[src/rtl/fifomn_push_arb_pkg.sv]
// Shared types and constants for the multi-lane FIFO push arbiter.
// Holds the flush sequencer state encoding and the stall counter width.
// No logic lives here; imported by the arbiter top.
package fifomn_push_arb_pkg;

    typedef enum logic [1:0] {
        ARB_RUN,
        ARB_CLEAR,
        ARB_DONE
    } arb_state_e;

    localparam int STALL_CNT_W = 16;

endpackage

[src/rtl/rr_multi_picker.sv]
// Picks up to 'limit' valid requesters, scanning from rr_ptr with wrap-around.
// Latency: purely combinational, zero cycles.
// Backpressure: limit caps the grant count; requesters past the cap get nothing.
module rr_multi_picker #(
    parameter int NUM_REQ = 4,
    parameter int NUM_WR  = 2,
    parameter int PTR_W   = $clog2(NUM_REQ),
    parameter int LIM_W   = $clog2(NUM_WR + 1)
) (
    input  logic [NUM_REQ-1:0]             vld,
    input  logic [PTR_W-1:0]               rr_ptr,
    input  logic [LIM_W-1:0]               limit,
    output logic [NUM_REQ-1:0]             gnt,
    output logic [NUM_WR-1:0][NUM_REQ-1:0] lane_sel,
    output logic [PTR_W-1:0]               last_idx
);

    // Walk requesters in priority order; the k-th winner is steered to lane k.
    always_comb begin
        int pos;
        int cnt;
        gnt      = '0;
        lane_sel = '0;
        last_idx = '0;
        pos      = 0;
        cnt      = 0;
        for (int i = 0; i < NUM_REQ; i++) begin
            pos = int'(rr_ptr) + i;
            if (pos >= NUM_REQ) pos = pos - NUM_REQ;
            for (int j = 0; j < NUM_REQ; j++) begin
                if (j == pos && vld[j] && cnt < int'(limit)) begin
                    gnt[j] = 1'b1;
                    for (int l = 0; l < NUM_WR; l++) begin
                        if (l == cnt) lane_sel[l][j] = 1'b1;
                    end
                    last_idx = PTR_W'(j);
                    cnt      = cnt + 1;
                end
            end
        end
    end

endmodule

[src/rtl/fifomn_push_arbiter.sv]
// Round-robin share of NUM_WR FIFO push lanes among NUM_REQ requesters, plus flush sequencing.
// Latency: vld->rdy/psh combinational (0 cycles); clear/done are registered FSM outputs.
// Backpressure: grants limited by FIFO free space; none while clearing. Option: FIFOMN_PUSH_ARB_STATS_EN.
module fifomn_push_arbiter
    import fifomn_push_arb_pkg::*;
#(
    parameter int DATA_WIDTH = 4,
    parameter int ENTRIES    = 8,
    parameter int ADDR_SIZE  = (ENTRIES == 1) ? 1 : $clog2(ENTRIES),
    parameter int NUM_WR     = 2,
    parameter int NUM_REQ    = 4
) (
    input  logic                                i_clk,
    input  logic                                i_reset,
    input  logic [NUM_REQ-1:0]                  i_req_vld,
    input  logic [NUM_REQ-1:0][DATA_WIDTH-1:0]  i_req_data,
    output logic [NUM_REQ-1:0]                  o_req_rdy,
    input  logic [ADDR_SIZE:0]                  i_fifo_cnt,
    output logic [NUM_WR-1:0]                   o_psh,
    output logic [NUM_WR-1:0][DATA_WIDTH-1:0]   o_psh_data,
    output logic [ENTRIES-1:0]                  o_fifo_clear,
    input  logic                                i_flush_req,
    output logic                                o_flush_done
`ifdef FIFOMN_PUSH_ARB_STATS_EN
    ,
    output logic [STALL_CNT_W-1:0]              o_stall_cnt
`endif
);

    localparam int CNT_W = ADDR_SIZE + 1;
    localparam int PTR_W = $clog2(NUM_REQ);
    localparam int LIM_W = $clog2(NUM_WR + 1);

    arb_state_e                  state;
    logic [PTR_W-1:0]            rr_ptr;
    logic [CNT_W-1:0]            free;
    int                          pop;
    int                          n_gnt;
    logic                        run_en;
    logic [LIM_W-1:0]            limit;
    logic [NUM_REQ-1:0]          gnt;
    logic [NUM_WR-1:0][NUM_REQ-1:0] lane_sel;
    logic [PTR_W-1:0]            last_idx;

    // Grants only in RUN and never while reset is held.
    assign run_en = (state == ARB_RUN) && !i_reset;

    // Grant budget: smallest of lanes, free slots and valid requesters.
    always_comb begin
        free  = CNT_W'(ENTRIES) - i_fifo_cnt;
        pop   = $countones(i_req_vld);
        n_gnt = NUM_WR;
        if (int'(free) < n_gnt) n_gnt = int'(free);
        if (pop < n_gnt) n_gnt = pop;
        limit = run_en ? LIM_W'(n_gnt) : '0;
    end

    rr_multi_picker #(
        .NUM_REQ (NUM_REQ),
        .NUM_WR  (NUM_WR),
        .PTR_W   (PTR_W),
        .LIM_W   (LIM_W)
    ) u_picker (
        .vld      (i_req_vld),
        .rr_ptr   (rr_ptr),
        .limit    (limit),
        .gnt      (gnt),
        .lane_sel (lane_sel),
        .last_idx (last_idx)
    );

    assign o_req_rdy = gnt;

    // Steer each granted requester's payload onto its lane; idle lanes read zero.
    always_comb begin
        o_psh      = '0;
        o_psh_data = '0;
        for (int l = 0; l < NUM_WR; l++) begin
            o_psh[l] = |lane_sel[l];
            for (int j = 0; j < NUM_REQ; j++) begin
                if (lane_sel[l][j]) o_psh_data[l] = o_psh_data[l] | i_req_data[j];
            end
        end
    end

    // Advance priority past the last winner; hold when nothing was granted.
    always_ff @(posedge i_clk or posedge i_reset) begin
        if (i_reset) begin
            rr_ptr <= '0;
        end else if (|gnt) begin
            if (last_idx == PTR_W'(NUM_REQ - 1)) rr_ptr <= '0;
            else                                 rr_ptr <= last_idx + 1'b1;
        end
    end

    // Flush sequencer: RUN -> CLEAR (clear vector high) -> DONE (pulse) -> RUN once request drops.
    always_ff @(posedge i_clk or posedge i_reset) begin
        if (i_reset) begin
            state        <= ARB_RUN;
            o_fifo_clear <= '0;
            o_flush_done <= 1'b0;
        end else begin
            o_fifo_clear <= '0;
            o_flush_done <= 1'b0;
            case (state)
                ARB_RUN: begin
                    if (i_flush_req) begin
                        state        <= ARB_CLEAR;
                        o_fifo_clear <= '1;
                    end
                end
                ARB_CLEAR: begin
                    state        <= ARB_DONE;
                    o_flush_done <= 1'b1;
                end
                ARB_DONE: begin
                    if (!i_flush_req) state <= ARB_RUN;
                end
                default: state <= ARB_RUN;
            endcase
        end
    end

`ifdef FIFOMN_PUSH_ARB_STATS_EN
    logic stall_hit;
    assign stall_hit = (state == ARB_RUN) && (pop != 0) && (n_gnt < pop);

    // Saturating count of RUN cycles where some valid requester was left waiting.
    always_ff @(posedge i_clk or posedge i_reset) begin
        if (i_reset) begin
            o_stall_cnt <= '0;
        end else if (state == ARB_RUN && i_flush_req) begin
            o_stall_cnt <= '0;
        end else if (stall_hit && o_stall_cnt != '1) begin
            o_stall_cnt <= o_stall_cnt + 1'b1;
        end
    end
`endif

    // A count above depth means the attached FIFO disagrees with ENTRIES.
    a_cnt_legal: assert property (@(posedge i_clk) disable iff (i_reset)
                                  i_fifo_cnt <= CNT_W'(ENTRIES));

endmodule

[config.mk]
export PLATFORM = sky130hd
export DESIGN_NAME = fifomn_push_arbiter
export DESIGN_NICKNAME = d
export VERILOG_FILES = /design/src/rtl/fifomn_push_arb_pkg.sv /design/src/rtl/rr_multi_picker.sv /design/src/rtl/fifomn_push_arbiter.sv
export SDC_FILE = /design/constraint.sdc
export NUM_CORES = 1
export LEC_CHECK = 0
export CAP_MARGIN = 10
export CORE_ASPECT_RATIO = 0.9
export CORE_MARGIN = 5
export CORE_UTILIZATION = 35
export CTS_CLUSTER_DIAMETER = 150
export DETAILED_ROUTE_END_ITERATION = 7
export SETUP_SLACK_MARGIN = 0.15
export SLEW_MARGIN = 40
export SYNTH_ARGS = -nofsm -noshare
export SYNTH_HDL_FRONTEND = slang
export SYNTH_SLANG_ARGS = --single-unit
[constraint.sdc]
create_clock -name i_clk -period 112.8 [get_ports i_clk]
set_clock_uncertainty 0.1 [all_clocks]
set_input_delay 22.56 -clock i_clk [delete_from_list [all_inputs] [get_ports i_clk]]
set_output_delay 22.56 -clock i_clk [all_outputs]
set_load 0.005 [all_outputs]
==> summary by stage <==
Logic synthesis
The register area share after synthesis is 0.0467. The register bit total from synthesis is 6. Synthesis produced 433 cells.

The count of cell types in the netlist is 81. For this run, the leading register cell type out of synthesis is dfrtp_1. The cell area after synthesis is 0.00322 sq mm. The number of nets produced by synthesis is 519. The share of async-settable or async-resettable flops after synthesis is 1.00. The count of flip-flops with a built-in enable after synthesis is 0. The mean post-synth cell area is 7.43 sq um. The count of synthesis-stage warnings from yosys is 0.

STA
The final count of hold timing violations is 0. The final max-slew violation count is 0. The slew at the pin closest to its max-slew limit is 0.759 ns.

Measured against its own limit, the worst slew margin works out to 0.480. The post-route clock period utilization is 0.636. On the final layout, the worst hold slack is 0.399 ns. The final sum of negative setup slack is 0 ns. Setup repair after global routing left no endpoint under its margin.

The shortest period the worst path allows is 71.70 ns. The maximum frequency from static timing analysis is 0.0139 GHz. Setup violations remaining at the end of the flow were counted as 0.

GRT
The initial antenna violation count is 0. The global-route usage over all layers is 0.185. Global routing finished with a remaining overflow of 0. The global-route wire length before repair is 17200 um. The pin count of the biggest net entering global routing is 23. The number of global-route vias before repair is 3266.

Drt
The final layout contains routed wiring with a total length of 10700 um. The count of nets left with antenna violations once routing finished came out at 0. The average wire per standard cell is 18.0 um. Using the TritonRoute via totals, the vias-per-cell ratio works out to 5.87. The detailed-route via count is 3497. In the routed design, unresolved DRC markers number 0. The detailed router finished its first iteration with 232 violations.

The first detailed-routing pass ran for 5 iterations.

Placement
The number of placed instances, taps included, is 592. Routability-driven placement finished with a final weighted congestion of 0.968. Buffers placed on the I/O ports in this run total 49. The detailed placement HPWL is 8680 um. After detailed placement, the total cell area comes to 0.00379 sq mm.

Power and ir drop
VDD sags by at most 0.0146 mV. The total power divided by cell area is 27.9 mW/mm^2. The reported leakage power is 1.65 nW.

Layout
The final design instance area without fill is 0.00384 sq mm. The count of nets after finishing is 562. The number of antenna diodes in the final layout is 0.

In the final layout, the multi-input gates occupy 0.00279 sq mm. The share of layout cells above drive strength 1 is 0.0886. The fraction of the core area covered by cells at the end of the flow is 0.425.

The filler cells instantiated in the layout total 907. The area added between synthesis and finish is 19.3%. The area of all sequential standard cells is 150 sq um.

The finished layout holds 596 standard cells, fillers aside.

Die
For this design the top-level I/O count stands at 50. The overall die height is 101 um. The core region is 0.00904 sq mm. The full die area is 0.0112 sq mm.

The width of the die is 111 um. The initial core utilization is 0.356. The number of rows created at floorplan is 33.

Setup path
The maximum fanout along the worst path is 8. The register-to-register setup slack is 88.54 ns. The required time reported for the critical path endpoint is 90.14 ns. The element type at the critical path start is a primary input. The data arrival at the endpoint of the critical path is 49.04 ns. The critical path in this run is classified as in -> out. The critical path's largest stage delay is 0.74 ns. The dominant cell type by count on the critical path is ha_1. The worst setup path is captured at a primary output. The slowest stage cell on the critical path is clkdlybuf4s50_1.

Clock network
No sink is reached through more buffers than the 2 on the longest clock path. Buffers inserted to repair hold after CTS numbered 0. The number of setup buffers added after CTS is 0. TritonCTS built the clock tree.

The clock latency reported for the late side of the worst-skew pair is 0.22 ns. The clock tree root buffer cell is clkbuf_8. The clock net in this run drives a total of 6 sinks. Buffers inserted during clock tree synthesis total 3. CTS built an H-tree with a depth of 1.

The number of gates resized after CTS was 0. Clock-pin slew was measured on the worst setup and hold paths at 0.04 ns.

Outcome
The run finished with clean final reports.

Run
The max-cap violation count is 0.

Hold path
The min-delay analysis places its worst path in the category reg -> reg.
==> final timing paths <==
| kind | from | end | cells after the start |
|---|---|---|---|
| max in group asynchronous | i_reset | rr_ptr[0]$_DFFE_PP0P_ | 2 |
| setup / recovery | i_req_vld[3] | o_psh[1] | 92 |
| setup reg to reg | state[0]$_DFFE_PP0P_ | rr_ptr[0]$_DFFE_PP0P_ | 85 |
| hold reg to reg | state[0]$_DFFE_PP0P_ | o_fifo_clear[6]$_DFF_PP0_ | 1 |
| hold / removal | state[0]$_DFFE_PP0P_ | o_fifo_clear[6]$_DFF_PP0_ | 1 |
| min in group asynchronous | i_reset | o_flush_done$_DFF_PP0_ | 2 |
==> final cells by class <==
| cell class | instances | area share |
|---|---|---|
| Multi-Input combinational cell | 362 | 0.725 |
| Timing Repair Buffer | 55 | 0.138 |
| Tap cell | 122 | 0.0398 |
| Inverter | 48 | 0.0469 |
| Sequential cell | 6 | 0.0391 |
| Clock buffer | 3 | 0.0108 |
==> metal layers <==
metal  part of all wire  vias to the layer above  track usage  wire length, um
met2               0.45                      150        0.299             4790
li1                   -                     1705            -                -
met1               0.48                     1627        0.269             5130
met5                  0                        -            0                0
met4              0.013                        0       0.0318              138
met3              0.064                       15       0.0210              692
==> logic make-up after synthesis <==
kind of cell | share of synthesized area
multiplexers | 0.0517
buffers and inverters | 0.0879
AO/OA/AOI/OAI | 0.291
AND/OR/NAND/NOR | 0.278
flip-flops | 0.0467
XOR/XNOR | 0.0132
adder cells (fa/ha/maj) | 0.232
==> state kept, by name (all words and copies together) (netlist names) <==
name,cells
state,2
o_flush_done,1
rr_ptr,2
o_fifo_clear,1
==> cells in the mapped netlist (all sizes together) (5+ instances only) <==
cell    instances  area share
a211oi          7       0.018
a21o            6       0.014
a21oi          15       0.023
a221o           8       0.025
a221oi          8       0.022
a31oi           6       0.012
and2            5      0.0097
buf            13       0.027
dfrtp           6       0.047
ha             58        0.23
inv            48       0.056
mux2            6       0.021
mux2i           7       0.031
nand2          40       0.047
nand2b          6       0.012
nand3          15       0.023
nor2           32       0.037
nor2b           5      0.0097
nor3           14       0.022
nor3b           5       0.012
o21ai          29       0.046
o22ai           6       0.014
or2             7       0.014
==> per-stage QoR <==
step | setup slack (ns) | total power, mW
2_1_floorplan | 46.23 | 0.0721
3_3_place_gp | 42.38 | 0.102
3_5_place_dp | 41.77 | 0.102
4_1_cts | 41.62 | 0.106
5_1_grt | 39.60 | 0.119
6_report | 41.10 | 0.107
==> cell usage in the layout, fill, tap and decap left out, types with 6 or more instances in the layout <==
cell and instances:
nand3_1 15, nand2_1 40, nor3_1 14, clkdlybuf4s50_1 49, mux2_2 6, ha_1 58, nor2_1 32, inv_1 47
a21oi_1 15, o21ai_0 27, a21o_1 6, nand2b_1 6, a221oi_1 8, dfrtp_1 6, a31oi_1 6, a211oi_1 6
a221o_1 8
==> critical path: cells and delay by family <==
family          cells  cell delay (ns)
simple gates       43            11.31
compound gates     25             7.73
fa+ha+maj          19             4.89
mux                 3             1.30
buf+inv             2             1.21
==> power breakdown <==
part           total, mW  internal (mW)  leakage, nW  switching, mW
sequential       0.00494        0.00312       0.0749        0.00181
clock            0.00309        0.00228       0.0216       0.000810
combinational     0.0993         0.0437         1.56         0.0556
No activity file was read; power rests on OpenSTA's default activity.
